===== config.mk =====
export PLATFORM = sky130hd
export DESIGN_NAME = write_back_unit
export DESIGN_NICKNAME = d
export VERILOG_FILES = /design/src/rtl/write_back_unit.sv
export SDC_FILE = /design/constraint.sdc
export NUM_CORES = 1
export LEC_CHECK = 0
export CAP_MARGIN = 30
export CORE_UTILIZATION = 45
export DETAILED_ROUTE_END_ITERATION = 7
export MAX_ROUTING_LAYER = met4
export PLACE_DENSITY_LB_ADDON = 0.12
export SLEW_MARGIN = 0
export SYNTH_ARGS = -nofsm -noshare
export SYNTH_HDL_FRONTEND = slang
export SYNTH_SLANG_ARGS = --single-unit

===== constraint.sdc =====
create_clock -name clk -period 3.5 [get_ports clk]
set_input_delay 0.7 -clock clk [delete_from_list [all_inputs] [get_ports clk]]
set_output_delay 0.7 -clock clk [all_outputs]
set_load 0.01 [all_outputs]

===== src/rtl/write_back_unit.sv =====
// write_back_unit: final pipeline stage driving the register-file write port.
// Accepts execute results and single outstanding loads, extracts/extends load
// data, reports load errors/timeouts, and flags RAW hazards for two queries.
// Optional macro WB_FORWARD_EN adds forwarding of the write presented this cycle.
module write_back_unit #(
    parameter int unsigned LOAD_TIMEOUT = 16,
    parameter int unsigned TO_W         = 8
) (
    input  logic        clk,
    input  logic        rst_n,
    input  logic        ex_valid,
    output logic        ex_ready,
    input  logic [4:0]  ex_rd,
    input  logic [31:0] ex_result,
    input  logic        ex_is_load,
    input  logic [2:0]  ex_load_funct,
    input  logic [1:0]  ex_addr_low,
    input  logic        mem_rvalid,
    input  logic [31:0] mem_rdata,
    output logic [4:0]  destination_register_number,
    output logic [31:0] write_back_data,
    output logic        load_error,
    input  logic [4:0]  query_a,
    input  logic [4:0]  query_b,
`ifdef WB_FORWARD_EN
    output logic        forward_a_valid,
    output logic        forward_b_valid,
    output logic [31:0] forward_a_data,
    output logic [31:0] forward_b_data,
`endif
    output logic        hazard_a,
    output logic        hazard_b
);

    localparam int unsigned REG_W  = 5;
    localparam int unsigned DATA_W = 32;
    localparam logic [TO_W-1:0] TIMEOUT_LAST = TO_W'(LOAD_TIMEOUT - 1);

    typedef enum logic [0:0] {
        IDLE      = 1'b0,
        WAIT_LOAD = 1'b1
    } state_e;

    state_e              state_q, state_d;
    logic [REG_W-1:0]    rd_q, rd_d;
    logic [DATA_W-1:0]   data_q, data_d;
    logic                err_q, err_d;
    logic [REG_W-1:0]    cap_rd_q, cap_rd_d;
    logic [2:0]          cap_funct_q, cap_funct_d;
    logic [1:0]          cap_addr_q, cap_addr_d;
    logic                pending_q, pending_d;
    logic [TO_W-1:0]     cnt_q, cnt_d;

    logic [7:0]          byte_c;
    logic [15:0]         half_c;
    logic [DATA_W-1:0]   load_data_c;
    logic                load_bad_c;
    logic                timeout_c;

    // State and output registers.
    always_ff @(posedge clk or negedge rst_n) begin
        if (!rst_n) begin
            state_q     <= IDLE;
            rd_q        <= '0;
            data_q      <= '0;
            err_q       <= 1'b0;
            cap_rd_q    <= '0;
            cap_funct_q <= '0;
            cap_addr_q  <= '0;
            pending_q   <= 1'b0;
            cnt_q       <= '0;
        end else begin
            state_q     <= state_d;
            rd_q        <= rd_d;
            data_q      <= data_d;
            err_q       <= err_d;
            cap_rd_q    <= cap_rd_d;
            cap_funct_q <= cap_funct_d;
            cap_addr_q  <= cap_addr_d;
            pending_q   <= pending_d;
            cnt_q       <= cnt_d;
        end
    end

    // Lane selection, extension and legality of the captured load.
    always_comb begin
        byte_c      = 8'(mem_rdata >> {cap_addr_q, 3'b000});
        half_c      = cap_addr_q[1] ? mem_rdata[31:16] : mem_rdata[15:0];
        load_data_c = '0;
        load_bad_c  = 1'b0;
        case (cap_funct_q)
            3'b000: load_data_c = {{24{byte_c[7]}}, byte_c};
            3'b001: begin
                load_data_c = {{16{half_c[15]}}, half_c};
                load_bad_c  = cap_addr_q[0];
            end
            3'b010: begin
                load_data_c = mem_rdata;
                load_bad_c  = (cap_addr_q != 2'b00);
            end
            3'b100: load_data_c = {24'b0, byte_c};
            3'b101: begin
                load_data_c = {16'b0, half_c};
                load_bad_c  = cap_addr_q[0];
            end
            default: load_bad_c = 1'b1;
        endcase
    end

    assign timeout_c = (cnt_q == TIMEOUT_LAST);

    // Next-state and registered-output logic.
    always_comb begin
        state_d     = state_q;
        rd_d        = '0;
        data_d      = data_q;
        err_d       = 1'b0;
        cap_rd_d    = cap_rd_q;
        cap_funct_d = cap_funct_q;
        cap_addr_d  = cap_addr_q;
        pending_d   = pending_q;
        cnt_d       = cnt_q;
        case (state_q)
            IDLE: begin
                if (ex_valid) begin
                    if (ex_is_load) begin
                        cap_rd_d    = ex_rd;
                        cap_funct_d = ex_load_funct;
                        cap_addr_d  = ex_addr_low;
                        pending_d   = 1'b1;
                        cnt_d       = '0;
                        state_d     = WAIT_LOAD;
                    end else begin
                        rd_d   = ex_rd;
                        data_d = ex_result;
                    end
                end
            end
            WAIT_LOAD: begin
                if (mem_rvalid) begin
                    pending_d = 1'b0;
                    cnt_d     = '0;
                    state_d   = IDLE;
                    if (load_bad_c) begin
                        err_d = 1'b1;
                    end else begin
                        rd_d   = cap_rd_q;
                        data_d = load_data_c;
                    end
                end else if (timeout_c) begin
                    err_d     = 1'b1;
                    pending_d = 1'b0;
                    cnt_d     = '0;
                    state_d   = IDLE;
                end else begin
                    cnt_d = cnt_q + TO_W'(1);
                end
            end
            default: begin
                state_d   = IDLE;
                pending_d = 1'b0;
                cnt_d     = '0;
            end
        endcase
    end

    assign ex_ready                    = (state_q == IDLE);
    assign destination_register_number = rd_q;
    assign write_back_data             = data_q;
    assign load_error                  = err_q;

`ifdef WB_FORWARD_EN
    // Current write is forwarded; only the pending load still stalls.
    always_comb begin
        forward_a_valid = (query_a != '0) && (query_a == rd_q);
        forward_b_valid = (query_b != '0) && (query_b == rd_q);
        forward_a_data  = data_q;
        forward_b_data  = data_q;
        hazard_a        = (query_a != '0) && pending_q && (query_a == cap_rd_q);
        hazard_b        = (query_b != '0) && pending_q && (query_b == cap_rd_q);
    end
`else
    // Stall on the pending load destination or the write presented this cycle.
    always_comb begin
        hazard_a = (query_a != '0) &&
                   ((pending_q && (query_a == cap_rd_q)) || (query_a == rd_q));
        hazard_b = (query_b != '0) &&
                   ((pending_q && (query_b == cap_rd_q)) || (query_b == rd_q));
    end
`endif

endmodule


==> results of run 1 <==
[sequential cells by signal (all words and copies together), names as in the netlist]
name	count
write_back_data	32
pending_q	1
cap_addr_q	2
state_q	1
cnt_q	8
destination_register_number	5
cap_funct_q	3
cap_rd_q	5
load_error	1
[metal layers]
layer  vias to the layer above  part of all wire [%]
li1                       1561                     -
met1                      1597                    43
met2                       109                    50
met3                        19                   4.2
met4                         0                   2.5
met5                         -                     0
[synthesized netlist by cell type (all sizes together), types with 2 or more instances]
cell,count,area share (%)
a22o,6,1.5
nand2b,3,0.53
or4,2,0.42
mux2i,17,5.1
nor2b,2,0.35
a2bb2oi,15,3.7
a21oi,7,0.99
clkbuf,10,1.1
nor4,5,1.7
o2bb2ai,7,1.7
a21o,9,1.9
and3,19,3.3
dfrtp,58,41
inv,4,0.42
xnor2,8,2.0
xor2,14,3.5
nor2,6,0.63
nor3,17,2.4
a31oi,7,1.2
nand2,17,1.8
o32a,16,4.5
mux2,14,4.7
and2,3,0.53
o21a,16,3.4
o21ai,22,3.1
buf,15,3.1
nand3,10,1.4
[worst max path at each step]
stage               start        to  slack [ns]  cells past startpoint
2_1_floorplan  query_a[0]  hazard_a        1.38                      4
3_3_place_gp   query_a[0]  hazard_a        0.41                      6
3_5_place_dp   query_b[1]  hazard_b        0.37                      6
4_1_cts        query_b[1]  hazard_b        0.35                      6
5_1_grt        query_a[0]  hazard_a        0.25                      6
6_report       query_b[1]  hazard_b        0.34                      6
[power by group through the flow]
stage / Sequential (µW) / Combinational [µW] / Clock (µW)
floorplan: 1020 / 503 / 0
global placement: 982 / 1020 / 0
CTS: 978 / 1040 / 799
detailed placement: 987 / 1040 / 0
finish: 978 / 1030 / 792
global route: 1000 / 1110 / 826
[cell type report]
cell class,count,area share (%)
inverters,5,0.3659
clock buffers,12,3.024
clock inverters,4,1.902
well taps,102,2.488
multi-input cells,255,37.68
flip-flops and latches,58,28.29
repair buffers,137,26.24
[stage by stage]
stage	worst slack, ns	total power (µW)	area (µm²)	hold slack, ns	util (%)
4_1_cts	0.3549	2817	5130	0.3815	66.73
5_1_grt	0.2521	2941	5130	0.4246	66.73
6_report	0.3351	2803	5130	0.3669	66.73
3_3_place_gp	0.4127	1999	4877	0.4634	63.44
2_1_floorplan	1.384	1519	3550	0.4044	-
3_5_place_dp	0.3658	2023	4877	0.4825	63.44
[kinds of logic (layout without fill, tap and decap cells)]
group	Yosys count	in the layout	share of synthesized area [%]
AOI/OAI and AO/OA	112	112	24.04
adders and majority gates	1	1	0.3524
DFF	58	58	40.89
xor gates and xnor gates	22	22	5.428
buffers and inverters	30	158	4.653
muxes	32	32	10.43
and+or+nand+nor	88	88	14.21
[worst register-to-register path: cells and delay by family, from the launching register on]
family | cells | cell delay [ns]
buf+inv | 1 | 0.27
flops | 1 | 0.67
simple gates | 1 | 0.16
compound gates | 3 | 1.04
==> metrics.csv, run 1 <==
metric,value,unit
Post-CTS Repair Setup Buffers,0,
worst slew pin tran,0.9079,ns
CP endpoint kind,output pin,
crit path kind,primary input to output pin,
worst r2r dst,write_back_data[28],
initial antenna violation count,0,
RSZ-0062 raised after global routing,false,
post-synth cell types,46,
dpl cells,557,
Crit path required time,2.80,ns
Syn Nets,433,
Die Area,8247,µm²
worst-skew pair later-pin latency,0.35,ns
CTS Root Cell,clkbuf_8,
post-CTS sizing,0,
GRT Max-Usage Layer,met2,
Lkg Pwr,0.002111,µW
setup TNS,0,ns
Top Ports,130,
largest fanout on the critical path,3,
FILL cells,657,
number of synthesized flops with an enable pin,0,
detailed placement HPWL,7.668,mm
WL/cell,18.25,µm
Max-cap violations,0,
"most common cell after layout, fill and taps aside",clkdlybuf4s50_1,
Crit path max-delay family,buffers and inverters,
clock sinks,58,
first-pass GRT wire length,16.96,mm
grt met3 use,3.956,%
Critical R2R Launch,cap_funct_q[1],
Inserted Diodes,0,
Num CTS Buffers,9,
switching pwr,856.4,µW
clk buf depth,2,
most frequent cell on the critical path,clkdlybuf4s50_1,
row count,32,
type of the worst min-delay path,primary input to async pin,
CP startpoint kind,primary input,
post-route insts no fill,573,
die width,90.82,µm
# nets final,556,
share of total power in combinational logic,36.8,%
fraction of layout cells with a size suffix above 1,9.766,%
multi-input logic area,1933,µm²
most common flop cell mapped by yosys,dfrtp_1,
Flop pwr share,34.9,%
clock skew,0.008796,ns
relative slew slack,39.02,%
area of the mapped netlist,3550,µm²
r2r setup slk,1.25,ns
FMAX,0.3160,GHz
core footprint,7687,µm²
final setup violation count,0,
R2R depth,5,
CP Cell Sequence,"clkdlybuf4s50_1, xor2_1, nor4_1, nand3_1, a21oi_1, clkdlybuf4s50_1",
drt first-iter violations,146,
highest-count cells in the layout ignoring fill and taps,"clkdlybuf4s50_1, dfrtp_1, o21ai_0, and3_1",
final slew viol count,0,
Tmin final,3.165,ns
worst path bufs/invs,2,
Port Buf Inserts,129,
Mapped Cells,343,
Hold Buf Count CTS,0,
Power Density,546.4,nW/µm²
maximum level of the CTS H-tree,3,
post-synthesis sequential area ratio,40.89,%
switching part of the total,30.55,%
# DRC,0,
asr flop ratio synth,100.0,%
Antenna Nets Post-Route,0,
1st-pass router iterations,4,
critical path's slowest cell,clkdlybuf4s50_1,
gr usage total,27.31,%
Routed Wire Length,10.46,mm
GRT overflow,0,
crit share post-route,90.43,%
Die Height,90.82,µm
Initial Util,46.18,%
internal power,1947,µW
met1 Usage GRT,33.94,%
Worst-path clk slew,0.07,ns
vias in the first global route,3359,
Sequential cell area,1451,µm²
power share of the clock group,28.3,%
Via density,5.735,
CP peak stage delay,0.54,ns
register bit total from synthesis,58,
"Hold Vio Cnt, Final",0,
Peak VDD IR,0.0002791,V
Mean Syn Cell Area,10.35,µm²
Worst EP arrival,2.46,ns
CTS tree,done,
largest net degree at the start of global routing,33,
M2 GR Usage,44.00,%
status,completed,
gpl congestion,0.8484,
Vias,3286,
Area Overhead vs Synth,44.52,%
yosys warns,0,
Note: power is estimated with default switching activity, not from simulation.
==> inputs of run 2 (changes only) <==
--- a/config.mk
+++ b/config.mk
@@ -6,10 +6,11 @@
 export NUM_CORES = 1
 export LEC_CHECK = 0
 export CAP_MARGIN = 30
+export CORE_MARGIN = 2
 export CORE_UTILIZATION = 45
 export DETAILED_ROUTE_END_ITERATION = 7
 export MAX_ROUTING_LAYER = met4
-export PLACE_DENSITY_LB_ADDON = 0.12
+export PLACE_DENSITY = 0.81
 export SLEW_MARGIN = 0
 export SYNTH_ARGS = -nofsm -noshare
 export SYNTH_HDL_FRONTEND = slang
==> metrics.csv, run 2 (synthesis results as in run 1) <==
metric,value,unit,change
Lkg Pwr,0.002106,µW,was 0.002111 µW
Worst EP arrival,2.46,ns,about the same
Vias,3329,,was 3286
setup TNS,0,ns,unchanged
row count,32,,unchanged
Routed Wire Length,10.62,mm,was 10.46 mm
first-pass GRT wire length,17.04,mm,was 16.96 mm
Die Height,92.82,µm,was 90.82 µm
detailed placement HPWL,7.991,mm,was 7.668 mm
core footprint,7687,µm²,unchanged
type of the worst min-delay path,primary input to async pin,,unchanged
FILL cells,647,,was 657
met1 Usage GRT,33.21,%,was 33.94%
Die Area,8615,µm²,was 8247 µm²
GRT Max-Usage Layer,met2,,unchanged
highest-count cells in the layout ignoring fill and taps,"clkdlybuf4s50_1, dfrtp_1, o21ai_0, and3_1",,unchanged
Pwr Total,2758,µW,was 2803 µW
CP startpoint kind,primary input,,unchanged
crit path launch,query_b[3],,was query_b[1]
Max-cap violations,0,,unchanged
max reg flops,32,,unchanged
final slew viol count,0,,unchanged
Area Overhead vs Synth,44.34,%,was 44.52%
1st-pass router iterations,4,,unchanged
gpl congestion,0.8242,,was 0.8484
Hold Buf Count CTS,0,,unchanged
Antenna Nets Post-Route,0,,unchanged
drt first-iter violations,156,,was 146
Inserted Diodes,0,,unchanged
FMAX,0.3165,GHz,was 0.3160 GHz
relative slew slack,41.65,%,was 39.02%
worst-skew pair later-pin latency,0.34,ns,was 0.35 ns
# DRC,0,,unchanged
Num CTS Buffers,9,,unchanged
Post-CTS Repair Setup Buffers,0,,unchanged
Critical R2R Launch,cap_funct_q[1],,unchanged
grt met3 use,4.638,%,was 3.956%
status,completed,,unchanged
Top Ports,130,,unchanged
fraction of layout cells with a size suffix above 1,9.554,%,was 9.766%
largest net degree at the start of global routing,30,,was 33
GRT overflow,0,,unchanged
WL/cell,18.53,µm,was 18.25 µm
largest fanout on the critical path,3,,unchanged
crit share post-route,90.29,%,was 90.43%
Tmin final,3.160,ns,was 3.165 ns
RSZ-0062 raised after global routing,false,,unchanged
final setup violation count,0,,unchanged
clock sinks,58,,unchanged
crit path kind,primary input to output pin,,unchanged
clk buf depth,2,,unchanged
Initial Util,46.18,%,unchanged
dpl cells,557,,unchanged
placement-stage worst setup slack,0.3696,ns,was 0.3658 ns
Power Density,538.3,nW/µm²,was 546.4 nW/µm²
vias in the first global route,3407,,was 3359
gr usage total,26.18,%,was 27.31%
Crit path required time,2.80,ns,about the same
Via density,5.810,,was 5.735
maximum level of the CTS H-tree,3,,unchanged
Peak VDD IR,0.0003490,V,was 0.0002791 V
CTS Root Cell,clkbuf_8,,unchanged
die width,92.82,µm,was 90.82 µm
CP endpoint kind,output pin,,unchanged
M2 GR Usage,41.55,%,was 44.00%
Port Buf Inserts,129,,unchanged
post-route insts no fill,573,,unchanged
Worst-path clk slew,0.07,ns,about the same
initial antenna violation count,0,,unchanged
"Hold Vio Cnt, Final",0,,unchanged
"most common cell after layout, fill and taps aside",clkdlybuf4s50_1,,unchanged
post-route setup slack,0.3399,ns,was 0.3351 ns
worst slew pin tran,0.8687,ns,was 0.9079 ns
clock skew,0.007243,ns,was 0.008796 ns
# nets final,556,,unchanged
CTS tree,done,,unchanged
post-CTS sizing,0,,unchanged
run 2: path summary, 6_finish.rpt:
kind / depth (start not counted) / slack, ns / end
max in group asynchronous: 2 / 2.60 / write_back_data[12]
hold / removal: 1 / 0.36 / cnt_q[5]
setup / recovery: 6 / 0.34 / hazard_b
min in group clk: 1 / 0.49 / cnt_q[7]
hold reg to reg: 1 / 0.49 / cnt_q[7]
setup reg to reg: 5 / 1.15 / write_back_data[22]
run 2: power by group:
group	internal, µW	leakage, µW	switching [µW]
logic	599	0.00130	432
registers	835	0.000693	152
clock network	472	0.000114	267
run 2: cell type report:
| type | count | area, µm² | area share [%] |
|---|---|---|---|
| well taps | 102 | 127.6 | 2.491 |
| repair buffers | 137 | 1359 | 26.52 |
| inverters | 5 | 18.77 | 0.3663 |
| multi-input cells | 255 | 1933 | 37.73 |
| flip-flops and latches | 58 | 1451 | 28.33 |
| clock inverters | 5 | 102.6 | 2.002 |
| clock buffers | 11 | 131.4 | 2.564 |
run 2: metrics by stage:
| step | hold WS [ns] | instance area, µm² | util, % |
|---|---|---|---|
| after floorplan | 0.4044 | 3550 | - |
| after global placement | 0.4756 | 4870 | 63.35 |
| after detailed placement | 0.4782 | 4890 | 63.61 |
| after CTS | 0.3571 | 5124 | 66.65 |
| after global routing | 0.3828 | 5124 | 66.65 |
| final | 0.3550 | 5124 | 66.65 |
run 2: worst max-delay path, cell delays in order:
cell and delay, ns:
clkdlybuf4s50_1 0.48, xor2_1 0.18, nor4_1 0.26, nand3_1 0.11
a21oi_1 0.18, clkdlybuf4s50_1 0.55
run 2: metal layers:
layer	part of all wire (%)	wire length [µm]
met1	44	4648
met4	2.5	261
met3	6.0	636
met2	48	5069
met5	0	0
